$ cat src/rtl/fp_mul_arbiter.sv
// fp_mul_arbiter
//   Shares one pipelined fpMultiply32 among NREQ requesters. One operation is
//   issued per non-stalled clock. A {valid,id,tag} pipe, advanced in lockstep
//   with the multiplier clock enable, pairs each multiplier result with the
//   requester and user tag that issued it.
//
// Configuration macro:
//   FPMUL_ARB_RR_EN  defined   -> round-robin arbitration starting at r_rr
//                    undefined -> fixed priority, lowest index wins
//
// Ports:
//   clk, rst_n        clock, asynchronous active-low reset
//   stall             freezes issue, tag pipe and multiplier (mul_ce=0)
//   req_vld/req_rdy   per-requester valid / accept (one-hot accept)
//   req_a/b/tag       packed operands and tags, requester i at slice i
//   mul_ce/a/b        drive the shared multiplier
//   mul_o/ovf/unf     multiplier result and flags
//   res_*             result pulse with requester id and tag
//   inflight, idle    number of outstanding operations, inflight==0
module fp_mul_arbiter #(
  parameter int NREQ = 4,
  parameter int LAT  = 15,
  parameter int TAGW = 4,
  parameter int OW   = 58,
  localparam int IDW = (NREQ > 1) ? $clog2(NREQ) : 1,
  localparam int CW  = $clog2(LAT + 1)
) (
  input  logic                 clk,
  input  logic                 rst_n,
  input  logic                 stall,
  input  logic [NREQ-1:0]      req_vld,
  output logic [NREQ-1:0]      req_rdy,
  input  logic [NREQ*32-1:0]   req_a,
  input  logic [NREQ*32-1:0]   req_b,
  input  logic [NREQ*TAGW-1:0] req_tag,
  output logic                 mul_ce,
  output logic [31:0]          mul_a,
  output logic [31:0]          mul_b,
  input  logic [OW-1:0]        mul_o,
  input  logic                 mul_ovf,
  input  logic                 mul_unf,
  output logic                 res_vld,
  output logic [IDW-1:0]       res_id,
  output logic [TAGW-1:0]      res_tag,
  output logic [OW-1:0]        res_o,
  output logic                 res_ovf,
  output logic                 res_unf,
  output logic [CW-1:0]        inflight,
  output logic                 idle
);

  logic [IDW-1:0]  w_start;
  logic            w_gnt_vld;
  logic [IDW-1:0]  w_gnt_idx;
  logic [IDW:0]    w_scan;
  logic [NREQ-1:0] w_grant;
  logic [TAGW-1:0] w_gnt_tag;
  logic            w_issue;
  logic            w_ret;

  logic            r_v   [LAT];
  logic [IDW-1:0]  r_id  [LAT];
  logic [TAGW-1:0] r_tag [LAT];
  logic [CW-1:0]   r_inflight;

`ifdef FPMUL_ARB_RR_EN
  logic [IDW-1:0]  r_rr;
  assign w_start = r_rr;
`else
  assign w_start = '0;
`endif

  // Search upward from w_start with wrap; first valid requester wins.
  always_comb begin
    w_gnt_vld = 1'b0;
    w_gnt_idx = '0;
    w_scan    = '0;
    for (int k = 0; k < NREQ; k++) begin
      w_scan = {1'b0, w_start} + (IDW+1)'(k);
      if (w_scan >= (IDW+1)'(NREQ))
        w_scan = w_scan - (IDW+1)'(NREQ);
      if (!w_gnt_vld && req_vld[w_scan[IDW-1:0]]) begin
        w_gnt_vld = 1'b1;
        w_gnt_idx = w_scan[IDW-1:0];
      end
    end
  end

  assign w_grant = w_gnt_vld ? (NREQ'(1) << w_gnt_idx) : '0;
  // rst_n gating keeps req_rdy low while the block is held in reset.
  assign req_rdy = w_grant & {NREQ{~stall & rst_n}};
  assign w_issue = w_gnt_vld & ~stall & rst_n;
  assign mul_ce  = ~stall;

  // Operand/tag mux; with no grant a 0*0 bubble is sent and never tracked.
  always_comb begin
    mul_a     = '0;
    mul_b     = '0;
    w_gnt_tag = '0;
    for (int k = 0; k < NREQ; k++) begin
      if (w_gnt_vld && (w_gnt_idx == IDW'(k))) begin
        mul_a     = req_a[32*k +: 32];
        mul_b     = req_b[32*k +: 32];
        w_gnt_tag = req_tag[TAGW*k +: TAGW];
      end
    end
  end

  // Issue -> tag pipe stage 0; stages advance only on enabled clocks.
  always_ff @(posedge clk or negedge rst_n) begin
    if (!rst_n) begin
      for (int s = 0; s < LAT; s++) r_v[s] <= 1'b0;
      r_inflight <= '0;
`ifdef FPMUL_ARB_RR_EN
      r_rr       <= '0;
`endif
    end else if (!stall) begin
      r_v[0] <= w_issue;
      for (int s = 1; s < LAT; s++) r_v[s] <= r_v[s-1];
      if (w_issue && !w_ret)
        r_inflight <= r_inflight + 1'b1;
      else if (!w_issue && w_ret)
        r_inflight <= r_inflight - 1'b1;
`ifdef FPMUL_ARB_RR_EN
      if (w_issue)
        r_rr <= (w_gnt_idx == IDW'(NREQ-1)) ? '0 : w_gnt_idx + 1'b1;
`endif
    end
  end

  always_ff @(posedge clk) begin
    if (!stall) begin
      r_id[0]  <= w_gnt_idx;
      r_tag[0] <= w_gnt_tag;
      for (int s = 1; s < LAT; s++) begin
        r_id[s]  <= r_id[s-1];
        r_tag[s] <= r_tag[s-1];
      end
    end
  end

  // Last stage lines up with the multiplier output.
  assign w_ret    = r_v[LAT-1] & ~stall;
  assign res_vld  = w_ret;
  assign res_id   = r_id[LAT-1];
  assign res_tag  = r_tag[LAT-1];
  assign res_o    = mul_o;
  assign res_ovf  = mul_ovf;
  assign res_unf  = mul_unf;
  assign inflight = r_inflight;
  assign idle     = (r_inflight == '0);

endmodule

$ cat config.mk
export PLATFORM = sky130hd
export DESIGN_NAME = fp_mul_arbiter
export DESIGN_NICKNAME = d
export VERILOG_FILES = /design/src/rtl/fp_mul_arbiter.sv
export SDC_FILE = /design/constraint.sdc
export NUM_CORES = 1
export LEC_CHECK = 0
export CORE_AREA = 2 2 187 189
export CTS_BUF_LIST = sky130_fd_sc_hd__clkbuf_8
export DETAILED_ROUTE_END_ITERATION = 16
export DIE_AREA = 0 0 189 191
export PLACE_DENSITY_LB_ADDON = 0.2
export SKIP_CTS_REPAIR_TIMING = 1
export SLEW_MARGIN = 20
export SYNTH_ARGS = -nofsm -noshare
export SYNTH_HDL_FRONTEND = slang
export SYNTH_SLANG_ARGS = --single-unit
$ cat constraint.sdc
create_clock -name clk -period 12.8 [get_ports clk]
set_input_delay 2.56 -clock clk [delete_from_list [all_inputs] [get_ports clk]]
set_output_delay 2.56 -clock clk [all_outputs]
set_load 0.01 [all_outputs]
* After elaboration in Yosys (flattened, before gate mapping)
Memory sizes are Yosys's and may differ from the RTL's. Index checks and enable logic that the tools add are counted.
Word-level totals: register bits after elaboration 19, bits in latches 0, bits in writable memories 90, bits in read-only memories 0, bits of input ports 339, output and inout port bits 141, memories 2
Memories:
- r_tag | depth 15, width 4, rd ports 15, clocked after Yosys merged registers in 0, wr ports 15, line 63 | logic [TAGW-1:0] r_tag [LAT];
- r_id | depth 15, width 2, rd ports 15, clocked after Yosys merged registers in 0, wr ports 15, line 62 | logic [IDW-1:0] r_id [LAT];
Operators by class: add/sub/neg operators 2, multipliers 0, divide/modulo/power cells 0, $lt $le $gt $ge 0, equality and inequality tests 3, shifts and indexed selects 1, muxes and demuxes 23, bitwise operators 6, reductions and logical operators 18
Operators by type and width (number):
- $mux W32 | 8
- $mux W4 | 7
- $logic_and A1 B1 Y1 | 9
- $mux W1 | 6
- $logic_not A1 Y1 | 5
- $add A4 B1 Y4 const B | 1
- $and A1 B1 Y1 | 4
- $and A4 B4 Y4 | 1
- $eq A2 B2 Y1 const B | 2
- $logic_not A4 Y1 | 1
- $mux W2 | 2
- $shl A1 B2 Y4 const A | 1
- $sub A4 B1 Y4 const B | 1
- $eq A2 B1 Y1 const B | 1
- $logic_not A2 Y1 | 1
- $reduce_and A2 Y1 | 1
- $reduce_bool A2 Y1 | 1
- $not A1 Y1 | 1

* Logic depth before layout (Yosys ltp)
depth in word-level cells 16, depth in mapped cells 11, depth with buffers taken out 8

* Worst setup path after synthesis
Ideal clock, no wire load.
path kind input to output, start input stall, end output req_rdy[0], data arrival time 5.188 ns, data required time 10.240 ns, setup slack 5.052 ns, stages on the path 4, path buffers 2, cell sequence buf_2 -> buf_2 -> inv_1 -> and3_1
Between the ends: word-level cells in the longest chain between the ends 3
RTL lines:
- from (decl) | line 30 | input logic stall,
- $not A1 Y1 (no source line)
- net mul_ce | line 36 | output logic mul_ce,
- $and A1 B1 Y1 | line 91 | assign req_rdy = w_grant & {NREQ{~stall & rst_n}};
- $and A4 B4 Y4 | line 91
- to (decl) | line 32 | output logic [NREQ-1:0] req_rdy,
The timed path passes the listed nets, and every way through them passes these cells.

* Final worst setup path
start input req_vld[2], end output mul_a[29]
Between the ends: word-level cells in the longest chain between the ends 11
RTL lines:
- from (decl) | line 31 | input logic [NREQ-1:0] req_vld,
- $logic_and A1 B1 Y1 (*) | line 82 | if (!w_gnt_vld && req_vld[w_scan[IDW-1:0]]) begin
- $mux W1 | line 82
- $logic_not A1 Y1 | line 82
- $logic_and A1 B1 Y1 | line 82
- $mux W2 | line 82
- $logic_not A2 Y1 | line 101 | if (w_gnt_vld && (w_gnt_idx == IDW'(k))) begin
- $logic_and A1 B1 Y1 | line 101
- $mux W32 (3 in series) | line 101
- $mux W32 (*) | line 101
- to (decl) | line 37 | output logic [31:0] mul_a,
Every way passes the cells marked *; elsewhere a longest branch is shown, timed or not.

==> results by stage <==
Die:
- The y dimension of the die is 191 um.
- 480 I/O pins were placed.
- The width of the die is 189 um.
- The effective utilization at floorplan is between 10% and 20%.
- The region available for standard cell placement spans between 0.03 and 0.04 mm^2.
- The floorplan die area is ~0.036 mm^2.
- The cell row count is between 60 and 70.

STA:
- For the pin with the worst max-slew slack, the measured transition is 977.8 ps.
- The final hold violation count is 0.
- Measured against its own limit, the worst slew margin works out to 34.81%.
- The final critical path takes up 61.92% of the cycle.
- The number of pins exceeding their max-slew limit in the final report is 0.
- The sum of negative setup slack is 0 ps.
- The clock skew after layout is 13.04 ps.
- The final critical delay including setup and external delays is 7925 ps.
- The maximum operating frequency is 126.2 MHz.
- Setup violations remaining at the end of the flow were counted as 0.
- Setup repair after global routing left no endpoint under its margin.

Critical path:
- Walking the worst path, the cells encountered are clkdlybuf4s50_1 -> nor2b_4 -> buf_4 -> a22oi_1 -> o21ai_0 -> clkdlybuf4s50_1.
- The count of buffer and inverter cells on the critical path is 3.
- The required time reported for the critical path endpoint is approximately 10,000 ps.
- By instance count, the cell type seen most on the critical path is clkdlybuf4s50_1.
- The element type at the critical path end is an output pin.
- The critical path in this run is classified as primary input to output pin.
- The peak per-stage delay on the critical path is 660 ps.
- At the worst endpoint, the arrival time is 5370 ps.
- The kind of cell with the highest combined delay along the critical path is buffers and inverters.
- The largest fanout of any net on the critical path is just under 70.
- The slowest stage of the critical path belongs to the cell clkdlybuf4s50_1.
- The startpoint class of the critical path is a primary input.

Power:
- The proportion of power drawn by flip-flops and latches is 47.5%.
- The largest voltage drop on the vdd net is 0.00004588 V.
- Cell internal power was estimated by the tool at 689.3 uW.
- The static leakage is 0.003165 uW.
- The net switching component of the power is 256.1 uW.
- The power per cell area is between 100 and 150 mW/mm^2.
- The portion of total power attributed to the clock network is 22.1%.
- The switching share of total power is 27.09%.
- Combinational cells account for 30.4% of the total power.

Global route:
- The initial antenna violation count was 4.
- The number of global-route vias before repair was 5,322.
- The first global-routing pass estimated 39.00 mm of wire.
- In the global route stage, overall resource usage came out at 15.06%.
- The maximum number of pins on one net before global-route repair is roughly 80.
- The global-route congestion overflow total is 0.

Yosys:
- Among all cell types in the netlist, the one instantiated most often is a22oi_1.
- The count of flip-flops with a built-in enable after synthesis is 90.
- The synthesized netlist occupies a cell area of between 0.005 and 0.006 mm^2.
- The flip-flop and latch count after synthesis is approximately 110.
- The post-synthesis cell type with the largest combined area is edfxtp_1.
- The cell count after synthesis is approximately 480.
- The share of synthesized area occupied by flip-flops and latches is 55.11%.
- The dominant synthesized flop cell is edfxtp_1.
- The Yosys step of the flow raised 0 warnings.
- In the synthesized netlist, the cells that appear most often are a22oi_1 (136), edfxtp_1 (90), buf_4 (73).
- The post-synth net total is around 820.
- Ranked by total cell area, the synthesized netlist is headed by edfxtp_1 (47%), a22oi_1 (18%), buf_4 (9.5%).
- The distinct cell type count of the synthesized netlist is 32.
- The share of synthesized area in the top cell type comes to 46.86%.
- The synthesized area per cell is 12.12 um^2.
- For this run, asynchronously set or reset flops after synthesis account for 17.43%.

Placement:
- In this run, placement finished with an instance count of roughly 1,200.
- Routability-driven placement finished with a final weighted congestion of slightly above 0.9.
- The standard cell area after detailed placement is 0.009218 mm^2.
- Port buffering added 359 buffers.
- The wire-length estimate of the detail-placed layout is 21.94 mm.

Final layout:
- The filler cells instantiated in the layout total 3,557.
- The fraction of final layout cells with drive strength greater than 1 is 5.607%.
- The area growth from synthesis to layout is 63.42%.
- Cells fill 27.62% of the core in the end.
- The final cell area excluding filler cells is 0.009424 mm^2.
- The final standard cell count with taps included and fillers excluded is around 1,200.
- The net count of the finished layout is 1,087.

Routing:
- The detailed router placed around 5,100 vias in this run.
- Summed over all layers, the routed wires come to about 28 mm.
- The count of nets left with antenna violations once routing finished came out at 0.
- After detailed routing, the number of vias per cell comes to 4.239.
- The number of optimization iterations in the first detailed-route pass is 6.
- The post-detailed-route DRC marker count is 0.
- The first routing iteration left 311 violations.
- The wire length per cell after detailed routing is roughly 23 um.

Clocking:
- The total CTS buffers is 9.
- At the later pin of the worst-skew pair, clock insertion delay measures 380 ps.
- The clock-pin slew on the worst setup and hold paths is 100 ps.
- The TritonCTS sink count is 109.
- The H-tree level count is 3.
- The deepest clock path buffer count is 2.
- The TritonCTS clock tree is done.
- In this run the clock root is driven by a clkbuf_8.

Run:
- Across the run, the number of max-cap violations was 0.

Worst hold path:
- The kind of path behind the tightest hold check is register to register.

Run status:
- The run finished with clean final reports.
## path summary, 6_finish.rpt
kind | depth (start not counted) | startpoint | to | slack, ps
worst max register to register | 7 | r_v[0] | inflight[3] | 10620
min in group asynchronous | 1 | rst_n | r_v[14] | 2720
worst min-delay path | 0 | r_id[1][8] | r_id[1][10] | 420
worst max-delay path | 6 | req_vld[2] | mul_a[29] | 4870
max in group asynchronous | 1 | rst_n | r_v[6] | 9500
worst min register to register | 0 | r_id[1][8] | r_id[1][10] | 420
## cell usage in the layout (no fill, tap or decap), types with 2 or more instances in the layout
cell type / instances
xnor2_1: 2
a22oi_1: 136
ha_1: 3
diode_2: 3
clkinvlp_4: 2
nor4_1: 2
inv_1: 2
dfrtp_1: 19
buf_4: 6
o21ai_1: 19
nand2b_1: 3
o21ai_0: 49
o221ai_1: 2
edfxtp_1: 90
nand2_1: 2
clkdlybuf4s50_1: 357
clkbuf_8: 9
mux2_2: 16
nor2_1: 5
or4_1: 2
a21o_1: 2
clkinv_4: 2
a21oi_1: 3
## worst reg2reg max path: cells and delay by family, from the launching register on
kind / cells / cell delay (ps)
DFF: 1 / 390
buffers and inverters: 1 / 120
and+or+nand+nor: 2 / 600
AOI/OAI and AO/OA: 2 / 320
adders and majority gates: 2 / 620
## cell type report
type | count | area (um^2) | share of cell area (%)
Antenna cell | 3 | 7.507 | 0.07966
Inverter | 3 | 13.76 | 0.1460
Clock buffer | 9 | 123.9 | 1.314
Tap cell | 455 | 569.3 | 6.041
Multi-Input combinational cell | 257 | 1833 | 19.45
Sequential cell | 109 | 3178 | 33.72
Timing Repair Buffer | 364 | 3623 | 38.45
Clock inverter | 7 | 75.07 | 0.7966
## state kept, by name (all words and copies together), names as in the netlist
signal and count:
r_id 30, r_v 15, inflight 4, r_tag 60
## cell families after synthesis
group	count (synthesis)	share of synthesized area [%]
fa+ha+maj	4	0.9981
simple gates	23	2.647
flops	109	55.11
buf+inv	110	13.23
mux	16	3.124
compound gates	212	24.58
xor+xnor	2	0.3038
## through the flow
stage / power (uW) / hold slack (ps) / setup WS (ps)
2_1_floorplan: 582.7 / 400.3 / 5052
3_3_place_gp: 743.3 / 400.1 / 4868
3_5_place_dp: 743.9 / 405.2 / 4849
4_1_cts: 964.1 / 422.3 / 4839
5_1_grt: 1002 / 428.2 / 4789
6_report: 945.4 / 419.0 / 4875
## power by group through the flow
stage / Combinational [uW] / Sequential, uW / Clock [uW]
after floorplan: 128 / 454 / 0
after global placement: 287 / 456 / 0
after detailed placement: 286 / 457 / 0
after CTS: 289 / 450 / 225
after global routing: 310 / 455 / 236
final: 287 / 449 / 209
## layer usage
layer / vias to the layer above / GRT usage [%] / wire length [um]
met5: - / 0 / 0
met4: 0 / 3.576 / 365
met1: 2487 / 17.71 / 11200
met2: 267 / 24.37 / 13030
met3: 19 / 7.692 / 3150
li1: 2344 / - / -
Power figures use the tool's default switching activity.
